==> src/rtl/scu_dsp_dma_resp.sv <==
// rtl/scu_dsp_dma_resp.sv - SCU-side responder for the DSP internal DMA channel.
// Turns each DSP word request into one external bus transaction and handshakes back on CE_R.
module scu_dsp_dma_resp #(
  parameter int ADDR_W    = 27,
  parameter int INC_SCALE = 2
) (
  input  logic              CLK,
  input  logic              RST_N,
  input  logic              CE_R,
  input  logic              CE_F,
  input  logic [31:0]       DSO,
  input  logic              RA0W,
  input  logic              WA0W,
  input  logic              DMAW,
  input  logic              DMA_REQ,
  input  logic              DMA_RUN,
  input  logic              DMA_LAST,
  input  logic              DMA_WE,
  input  logic [31:0]       DMA_DO,
  output logic [31:0]       DMA_DI,
  output logic              DMA_ACK,
  output logic              DMA_END,
  output logic [ADDR_W-1:0] MEM_A,
  output logic [31:0]       MEM_DO,
  input  logic [31:0]       MEM_DI,
  output logic              MEM_WE,
  output logic              MEM_REQ,
  input  logic              MEM_ACK,
  output logic              BUSY
);

  typedef enum logic [2:0] {
    S_IDLE, S_CAP, S_BUS, S_ACK, S_NEXT, S_END
  } state_e;

  state_e            state_q, state_d;
  logic [ADDR_W-1:0] ra0_q, ra0_d;
  logic [ADDR_W-1:0] wa0_q, wa0_d;
  logic [ADDR_W-1:0] inc_q, inc_d;
  logic              dir_q, dir_d;
  logic              lastf_q, lastf_d;
  logic              endc_q, endc_d;
  logic [31:0]       wdata_q, wdata_d;
  logic [31:0]       di_q, di_d;

  logic unused_dso;
  assign unused_dso = &{1'b0, DSO[31:ADDR_W-2]};

  // Add code 0 means a fixed address; codes 1..7 step 1,2,4,...,64 longwords.
  function automatic logic [7:0] add_lw(input logic [2:0] code);
    logic [7:0] r;
    r = 8'd0;
    if (code != 3'd0) r = 8'd1 << (code - 3'd1);
    return r;
  endfunction

  always_comb begin
    state_d = state_q;
    ra0_d   = ra0_q;
    wa0_d   = wa0_q;
    inc_d   = inc_q;
    dir_d   = dir_q;
    lastf_d = lastf_q;
    endc_d  = endc_q;
    wdata_d = wdata_q;
    di_d    = di_q;

    if (state_q == S_BUS && MEM_ACK) begin
      if (dir_q) begin
        wa0_d = wa0_q + inc_q;
      end else begin
        ra0_d = ra0_q + inc_q;
        di_d  = MEM_DI;
      end
    end

    // Register loads come after the advance so a coincident load wins.
    if (RA0W) ra0_d = {DSO[ADDR_W-3:0], 2'b00};
    if (WA0W) wa0_d = {DSO[ADDR_W-3:0], 2'b00};
    if (DMAW) inc_d = ADDR_W'(add_lw(DSO[17:15])) << INC_SCALE;

    case (state_q)
      S_IDLE: begin
        if (CE_R && DMA_RUN && DMA_REQ) begin
          dir_d   = DMA_WE;
          state_d = DMA_WE ? S_CAP : S_BUS;
        end
      end
      S_CAP: begin
        if (CE_R) begin
          wdata_d = DMA_DO;
          lastf_d = DMA_LAST;
          state_d = S_BUS;
        end
      end
      S_BUS: begin
        if (MEM_ACK) state_d = dir_q ? S_NEXT : S_ACK;
      end
      S_ACK: begin
        if (CE_R) begin
          lastf_d = DMA_LAST;
          state_d = S_NEXT;
        end
      end
      S_NEXT: begin
        if (CE_R) begin
          if (lastf_q)       state_d = S_END;
          else if (!DMA_RUN) state_d = S_IDLE;
          else if (DMA_REQ)  state_d = dir_q ? S_CAP : S_BUS;
        end
      end
      S_END: begin
        // Two CE_F samples in END: the DSP sees END high, then low after we leave.
        if (CE_F) begin
          if (endc_q) begin
            endc_d  = 1'b0;
            state_d = S_IDLE;
          end else begin
            endc_d = 1'b1;
          end
        end
      end
      default: state_d = S_IDLE;
    endcase

    if (state_q != S_END) endc_d = 1'b0;
  end

  always_ff @(posedge CLK or negedge RST_N) begin
    if (!RST_N) begin
      state_q <= S_IDLE;
      ra0_q   <= '0;
      wa0_q   <= '0;
      inc_q   <= '0;
      dir_q   <= 1'b0;
      lastf_q <= 1'b0;
      endc_q  <= 1'b0;
      wdata_q <= '0;
      di_q    <= '0;
    end else begin
      state_q <= state_d;
      ra0_q   <= ra0_d;
      wa0_q   <= wa0_d;
      inc_q   <= inc_d;
      dir_q   <= dir_d;
      lastf_q <= lastf_d;
      endc_q  <= endc_d;
      wdata_q <= wdata_d;
      di_q    <= di_d;
    end
  end

  assign MEM_REQ = (state_q == S_BUS);
  assign MEM_A   = MEM_REQ ? (dir_q ? wa0_q : ra0_q) : '0;
  assign MEM_WE  = MEM_REQ & dir_q;
  assign MEM_DO  = (MEM_REQ && dir_q) ? wdata_q : 32'd0;
  assign DMA_ACK = (state_q == S_CAP) || (state_q == S_ACK);
  assign DMA_END = (state_q == S_END);
  assign DMA_DI  = di_q;
  assign BUSY    = (state_q != S_IDLE);

endmodule
==> config.mk <==
export PLATFORM = sky130hd
export DESIGN_NAME = scu_dsp_dma_resp
export DESIGN_NICKNAME = d
export VERILOG_FILES = /design/src/rtl/scu_dsp_dma_resp.sv
export SDC_FILE = /design/constraint.sdc
export NUM_CORES = 1
export LEC_CHECK = 0
export ABC_AREA = 1
export CAP_MARGIN = 5
export CORE_MARGIN = 1.5
export CORE_UTILIZATION = 52
export DETAILED_ROUTE_END_ITERATION = 8
export PLACE_DENSITY = 0.84
export SLEW_MARGIN = 30
export SYNTH_ARGS = -nofsm -noshare
export SYNTH_HDL_FRONTEND = slang
export SYNTH_SLANG_ARGS = --single-unit
==> constraint.sdc <==
create_clock -name CLK -period 2.9 [get_ports CLK]
set_clock_uncertainty 0.15 [all_clocks]
set_input_delay 0.58 -clock CLK [delete_from_list [all_inputs] [get_ports CLK]]
set_output_delay 0.58 -clock CLK [all_outputs]
set_load 0.01 [all_outputs]
======== Word level (Yosys, flattened, before mapping) ========
Cells that the tools add are included.
cells by class
  $add $sub $neg .......................... 3
  div/mod/pow operators ................... 0
  order comparisons ....................... 0
  shift-type cells ........................ 1
  bitwise gates (word level) .............. 2
  reduce and logical (&&, ||, !) cells .... 22
  equal/unequal tests ..................... 15
  mux-type cells .......................... 28
  multipliers ............................. 0
operators with widths
  kind                                                    count
  two-way mux 27 bit                                      8
  adder 27 x 10 -> 27 bit                                 2
  two-way mux 3 bit                                       11
  two-way mux 32 bit                                      1
  one-hot mux 3 bit (6 select lines)                      1
  AND reduction 2 bit                                     7
  inequality test 2 bit (second input constant)           6
  nonzero test 2 bit                                      5
  two-way mux 8 bit                                       1
  AND reduction 8 bit                                     1
  left shift 1 x 3 -> 8 bit (first input constant)        1
  == test 3 x 2 -> 1 bit (second input constant)          2
  == test 3 bit (second input constant)                   2
  nonzero test 3 bit                                      2
  logical AND 1 bit                                       4
  two-way mux 1 bit                                       4
  two-way mux 2 bit                                       2
  inequality test 2 x 1 -> 1 bit (second input constant)  2
  inequality test 4 bit (second input constant)           1
  == test 3 x 1 -> 1 bit (second input constant)          1
  logical NOT 3 bit                                       1
  inequality test 3 bit (second input constant)           1
  subtractor 3 x 1 -> 3 bit (second input constant)       1
  OR reduction 2 bit                                      1
  3 further kinds                                         3
storage, ports and cells
  ROM bits ................................ 0
  memories kept ........................... 0
  memory bits (writable) .................. 0
  logic and storage cells ................. 80
  latch bits .............................. 0
  register bits after elaboration ......... 132

======== Longest topological paths before layout ========
Gate-level depths: netlist of run 1.
  word-level depth ........................ 6
  gate-level depth with buffers ........... 11
  depth with buffers taken out ............ 11

======== Worst setup path before layout of run 1 ========
Ideal clock, no wire load.
  kind .................................... register to output
  from .................................... register state_q[2]
  to ...................................... output port MEM_A[10]
  buffers on the path ..................... 1
  arrival ................................. 1.293 ns
  slack ................................... 0.877 ns
  cell stages (with the launch flop) ...... 7
  path through ............................ dfrtp_1 -> nor2_4 -> nand2_4 -> inv_1 -> nand2_1 -> buf_2 -> o22ai_1
on the way
  cells in the longest elaborated chain, start to end .. 2
ends and longest elaborated chain
  element                 line  source
  from (decl)             36    state_e state_q, state_d;
  from (signal assigned)  141   state_q <= state_d;
  == test 3 x 2 -> 1 bit  153   assign MEM_REQ = (state_q == S_BUS);
  via MEM_REQ             27    output logic MEM_REQ,
  two-way mux 27 bit      154   assign MEM_A = MEM_REQ ? (dir_q ? wa0_q : ra0_q) : '0;
  to (decl)               23    output logic [ADDR_W-1:0] MEM_A,
The timed path passes the listed nets, and every way through them passes these cells.

======== Final worst setup path of run 1 ========
  from .................................... register state_q[2]
  to ...................................... output port MEM_WE
on the way
  cells in the longest elaborated chain, start to end .. 2
ends and longest elaborated chain
  element                 line  source
  == test 3 x 2 -> 1 bit  153
  bitwise AND 1 bit       155   assign MEM_WE = MEM_REQ & dir_q;
  to (decl)               26    output logic MEM_WE,
No other way between the ends.

==> impl_metrics.tcl, run 1 <==
set metrics [dict create \
    status "complete, but fails checks" \
    violations "hold timing" \
    cap_violations 0 \
    min_path_type "in2async" \
    die_w_um 126.5 \
    max_clock_freq_mhz 361.1 \
    whs_ns -0.01309 \
    grt_max_degree 65 \
    critPathLaunch "state_q[2]" \
    dieArea_mm2 0.01601 \
    yosys.area.top_type "dfrtp_1" \
    synth_async_sr_flop_share 1.000 \
    place_congestion 0.9584 \
    synth_common_cells "378 x nand2_1, 185 x inv_1, 128 x dfrtp_1" \
    grt_pass1_vias 8149 \
    worst_r2r_endpoint "ra0_q[22]" \
    synth.avg_cell_area_um2 6.911 \
    synth_cells 1148 \
    relSlewSlack 0.4580 \
    ff2ff_setup_slack_ns 0.38 \
    cp.arrival_ns 2.04 \
    ys_seq_area_frac 0.4037 \
    synth.distinct_cells 40 \
    grt_use_total 0.3152 \
    rr_worst_depth 9 \
    crit_type "reg2out" \
    via_per_inst 5.342 \
    cellPowerDensity_mw_per_mm2 740.5 \
    core_area_mm2 0.01470 \
    peakVddDrop_mv 0.5236 \
    drcViolationCount 0 \
    crit_fanout 6 \
    clk_pin_slew_worst_paths_ns 0.06 \
    worst_setup_path_start_kind "register" \
    cts_buffers 17 \
    critPathCaptureType "primary output" \
    setup_viol 0 \
    synth_top_area_frac 0.4037 \
    layout.nets 1467 \
    gr-total-overflow 0 \
    cts_root_buffer "clkbuf_16" \
    finalWorstSetupSlack_ns 0.1309 \
    grt_setup_unrepaired "false" \
    antenna_cells 0 \
    synth.most_common_cell "nand2_1" \
    ys.flop_type "dfrtp_1" \
    power.leakage_nw 5.699 \
    routed-via-count 8206 \
    r2r-start "ra0_q[2]" \
    initial_utilization 0.5398 \
    drive_above_1_share 0.04882 \
    period_needed_ns 2.769 \
    clockBufferDepth 2 \
    die_h_um 126.5 \
    numClockSinks 128 \
    final_util 0.7195 \
    fin_tns_setup_ns 0 \
    totalWireLength_mm 24.20 \
    worst_slew_pin_slew_ns 0.8045 \
    post-place-ws_ns 0.2163 \
    drv_slew 0 \
    area.growth.synth_to_final_pct 33.31 \
    clock_latency_ns 0.43 \
    dpl.hpwl_mm 17.88 \
    antenna_found_initial 0 \
    io_pins 204 \
    yosysWarnings 0 \
    drt_iter0_drc 790 \
    fin_crit_sh 0.9549 \
    endpoint "MEM_WE" \
    worstPathRequired_ns 2.17 \
    fillCellCount 1204 \
    row_count 44 \
    hold_viol_final 11 \
    drtAntennaViolNets 0 \
    synthesis.area_mm2 0.007934 \
    portBuffers 194 \
    ys_ff_latch 128 \
    h-tree-depth 4 \
    drtPass1Iterations 8 \
    cts_tree "done" \
    grt_pass1_wl_mm 39.54 \
    synth_edf_count 0 \
    synth.area.top_cells "dfrtp_1 40%, nand2_1 18%, inv_1 8.8%" \
    wl_per_cell_um 15.76 \
]
## power by group
part	total (W)	switching, W	internal (W)
clock	0.00210	0.000803	0.00130
combinational	0.00304	0.00172	0.00132
sequential	0.00269	0.000354	0.00233
total	0.00783	0.00288	0.00495
## cell type report
| class | count | area (µm²) | share of cell area |
|---|---|---|---|
| clock buffer | 21 | 460.4 | 0.04353 |
| clock inverter | 9 | 110.1 | 0.01041 |
| inverter | 192 | 726.9 | 0.06873 |
| multi-input combinational | 796 | 3832 | 0.3624 |
| sequential | 128 | 3206 | 0.3031 |
| tap | 184 | 230.2 | 0.02177 |
| timing repair buffer | 206 | 2011 | 0.1901 |
## state kept, by name, summed over array words and instances (netlist names)
register,cells
wa0_q,25
DMA_DI,32
ra0_q,25
inc_q,8
endc_q,1
dir_q,1
lastf_q,1
state_q,3
wdata_q,32
## critical path, cell delays in order (launching register included)
cell,delay (ns)
dfrtp_2,0.44
nor2_4,0.15
nand2_4,0.11
nor2_8,0.13
buf_4,0.18
clkdlybuf4s50_1,0.60
## worst min path at each step
stage	start	to	slack (ns)	cells after the start
after detailed placement	DMA_DI[4]	DMA_DI[4]	0.32	2
final	RST_N	DMA_DI[19]	-0.01	1
after global placement	DMA_DI[6]	DMA_DI[6]	0.31	2
after global routing	RST_N	DMA_DI[19]	0.03	1
after floorplan	RST_N	DMA_DI[0]	0.13	0
after CTS	RST_N	DMA_DI[19]	0.001	1
## cell usage in the layout (no fill, tap or decap), drive strengths merged, types with 7 or more instances in the layout
master         count
ha                16
clkbuf            21
o21ai             15
o21bai            10
nand2            383
xnor2             10
nor2             127
nor3               7
dfrtp            128
nand4             10
o22ai             62
a21oi             41
nand3             84
dlygate4sd2       54
clkdlybuf4s50    136
inv              192
buf               13
## layer usage
layer | track usage | vias to the layer above | part of all wire
met5 | 0 | - | 0
met4 | 0.1562 | 0 | 0.042
met3 | 0.08899 | 65 | 0.094
met1 | 0.3840 | 3755 | 0.40
met2 | 0.5153 | 377 | 0.47
li1 | - | 4009 | -
## per-stage QoR
stage / std cells / area (µm²) / total power (W)
finish: 1536 / 10580 / 0.007832
CTS: 1536 / 10570 / 0.007849
detailed placement: 1506 / 10050 / 0.005824
global route: 1536 / 10580 / 0.008302
floorplan: 1149 / 7938 / 0.004335
global placement: 1506 / 10050 / 0.005754
## logic make-up after synthesis
logic type	Yosys count	share of synthesized area
AO/OA/AOI/OAI	142	0.1102
XOR/XNOR	16	0.01766
adder cells (fa/ha/maj)	18	0.03028
buffers and inverters	225	0.1145
flip-flops	128	0.4037
other	1	0.0004727
AND/OR/NAND/NOR	618	0.3231
## timing repair
| item | CTS | global route |
|---|---|---|
| endpoints found under the hold margin | 0 | 0 |
| hold buffers | 0 | 0 |
| pin swaps | 0 | 0 |
| setup buffers | 0 | 0 |
| resized for setup | 60 | 3 |
| endpoints found under the setup margin | 56 | 3 |
(Power assumes the default switching activity.)
==> inputs of run 2 (changes only) <==
--- a/config.mk
+++ b/config.mk
@@ -8,9 +8,9 @@
 export ABC_AREA = 1
 export CAP_MARGIN = 5
 export CORE_MARGIN = 1.5
-export CORE_UTILIZATION = 52
+export CORE_UTILIZATION = 54
 export DETAILED_ROUTE_END_ITERATION = 8
-export PLACE_DENSITY = 0.84
+export PLACE_DENSITY = 0.87
 export SLEW_MARGIN = 30
 export SYNTH_ARGS = -nofsm -noshare
 export SYNTH_HDL_FRONTEND = slang
==> run 2 against run 1 <==
Net effect:
- wire length is 3.6% higher
- cell area fell by 0.24%
- clock power fell by 5%
- global-route usage is 1.5 points higher
- hold slack improved by 0.34 ns
- the flow finishes with violations (DRC)
- register-to-register slack improved by 0.05 ns
- critical path type unchanged
- highest routed layer unchanged
- first-iteration DRC count up 1.0%
- critical path depth up 1
- flip-flop and latch count did not move
- final cell count is 0.20% higher
==> impl_metrics.tcl, run 2 (synthesis results as in run 1) <==
set metrics [dict create \
    area.growth.synth_to_final_pct 32.99 \
    min_to "DMA_DI[2]" \
    row_count 44 \
    place_congestion 0.9708 \
    fin_area_mm2 0.01055 \
    slowest_delay_ns 0.56 \
    worstPathRequired_ns 2.17 \
    initial_utilization 0.5501 \
    h-tree-depth 4 \
    finalWorstSetupSlack_ns 0.05194 \
    fin_tns_setup_ns 0 \
    grt_max_degree 65 \
    violations "DRC" \
    switching_share 0.3841 \
    antenna_cells 0 \
    drv_slew 0 \
    grt_use_total 0.3299 \
    fin_crit_sh 0.9821 \
    fillCellCount 1121 \
    relSlewSlack 0.4975 \
    rr_worst_depth 9 \
    cts_tree "done" \
    gr-total-overflow 0 \
    io_pins 204 \
    worst_r2r_endpoint "ra0_q[22]" \
    whs_ns 0.3280 \
    final_cell_mix "378 x nand2_1, 185 x inv_1, 137 x clkdlybuf4s50_1" \
    setup_viol 0 \
    cp.arrival_ns 2.12 \
    intPower_w 0.004785 \
    min_path_type "reg2reg" \
    clock_latency_ns 0.43 \
    die_h_um 124.2 \
    power_frac_seq 0.346 \
    hold_viol_final 0 \
    cellPowerDensity_mw_per_mm2 736.2 \
    drtAntennaViolNets 0 \
    critPathCaptureType "primary output" \
    grt_pass1_wl_mm 40.79 \
    period_needed_ns 2.848 \
    antenna_found_initial 0 \
    r2r-start "inc_q[2]" \
    grt_setup_unrepaired "false" \
    cts_root_buffer "clkbuf_16" \
    ff2ff_setup_slack_ns 0.43 \
    totalWireLength_mm 25.08 \
    cts_buffers 17 \
    dpl_cell_area_mm2 0.01003 \
    core_area_mm2 0.01442 \
    routed-via-count 8437 \
    hold_depth 2 \
    crit_fanout 24 \
    power.leakage_nw 5.679 \
    clock_power_share 0.256 \
    path_buf_inv 2 \
    wl_per_cell_um 16.29 \
    final_common_cell "nand2_1" \
    drcViolationCount 4 \
    clk_pin_slew_worst_paths_ns 0.06 \
    slowest_stage "clkdlybuf4s50_1" \
    combinationalPowerShare 0.398 \
    total_power_w 0.007768 \
    via_per_inst 5.482 \
    peakVddDrop_mv 0.7009 \
    switching_power_w 0.002984 \
    grt_pass1_vias 8380 \
    dieArea_mm2 0.01543 \
    post-place-ws_ns 0.1665 \
    die_w_um 124.2 \
    cp_cell_sequence "nor2_4, nand2_4, nor2_8, inv_6, o21ai_1, clkdlybuf4s50_1" \
    status "complete, but fails checks" \
    critPathTopFamily "buffers and inverters" \
    drtPass1Iterations 9 \
    drt_iter0_drc 798 \
    crit_type "reg2out" \
    hold_start "DMA_DI[2]" \
    portBuffers 194 \
    clockBufferDepth 2 \
    max_clock_freq_mhz 351.1 \
    worst_slew_pin_slew_ns 0.7459 \
    numClockSinks 128 \
    drive_above_1_share 0.05018 \
    dpl.hpwl_mm 18.14 \
    worst_setup_path_start_kind "register" \
    cap_violations 0 \
    layout.nets 1468 \
]
run 2: cell count changes in the layout (fill, tap and decap cells not counted), moves of 2 or more:
cell,before,now
inv_6,2,6
bufinv_16,2,0
clkbuf_1,2,0
clkinv_2,3,5
run 2: cell type report:
class / count / area [µm²] / share of cell area
Clock buffer: 18 / 439.2 / 0.04162
Clock inverter: 14 / 106.4 / 0.01008
Inverter: 192 / 726.9 / 0.06890
Multi-Input combinational cell: 796 / 3826 / 0.3626
Sequential cell: 128 / 3204 / 0.3037
Tap cell: 184 / 230.2 / 0.02182
Timing Repair Buffer: 207 / 2018 / 0.1913
run 2: worst reg2reg max path, cell delays in order (launching register included):
cell and delay [ns]:
dfrtp_1 0.42, ha_1 0.26, fa_1 0.33, nand2_1 0.08, nand3_1 0.11, nand2_1 0.11
o21ai_0 0.61, nand3_1 0.14, nand3_1 0.12, nand2_1 0.05
run 2: power by group through the flow:
stage | sequential [W] | clock [W] | combinational (W)
3_5_place_dp | 0.00269 | 0 | 0.00314
2_1_floorplan | 0.00271 | 0 | 0.00162
3_3_place_gp | 0.00267 | 0 | 0.00307
6_report | 0.00269 | 0.00199 | 0.00309
5_1_grt | 0.00275 | 0.00208 | 0.00340
4_1_cts | 0.00268 | 0.00200 | 0.00308
run 2: repair_timing:
action / 4_1_cts / 5_1_grt
setup buffers: 2 / 0
resized for setup: 58 / 3
hold buffers: 1 / 0
pin swaps: 1 / 0
endpoints found under the setup margin: 56 / 3
hold endpoints to repair: 16 / 0
run 2: metal layers:
layer	global-route usage	up-vias	routed length, µm
li1	-	4008	-
met3	0.1000	101	2511
met4	0.1886	0	1281
met1	0.3836	3838	9357
met2	0.5410	490	11930
met5	0	-	0
run 2: how the worst max path moves through the flow:
stage | startpoint | endpoint | slack [ns] | cells past startpoint
floorplan | state_q[2] | MEM_A[10] | 0.88 | 6
finish | state_q[0] | MEM_A[5] | 0.05 | 6
detailed placement | state_q[0] | MEM_DO[30] | 0.17 | 7
CTS | state_q[0] | MEM_A[5] | 0.002 | 6
global route | state_q[0] | MEM_A[5] | 0.001 | 6
global placement | state_q[2] | MEM_DO[26] | 0.21 | 7
run 2: per-stage QoR:
stage,cells,util
2_1_floorplan,1149,-
3_3_place_gp,1504,0.6956
3_5_place_dp,1504,0.6956
4_1_cts,1539,0.7312
5_1_grt,1539,0.7315
6_report,1539,0.7315
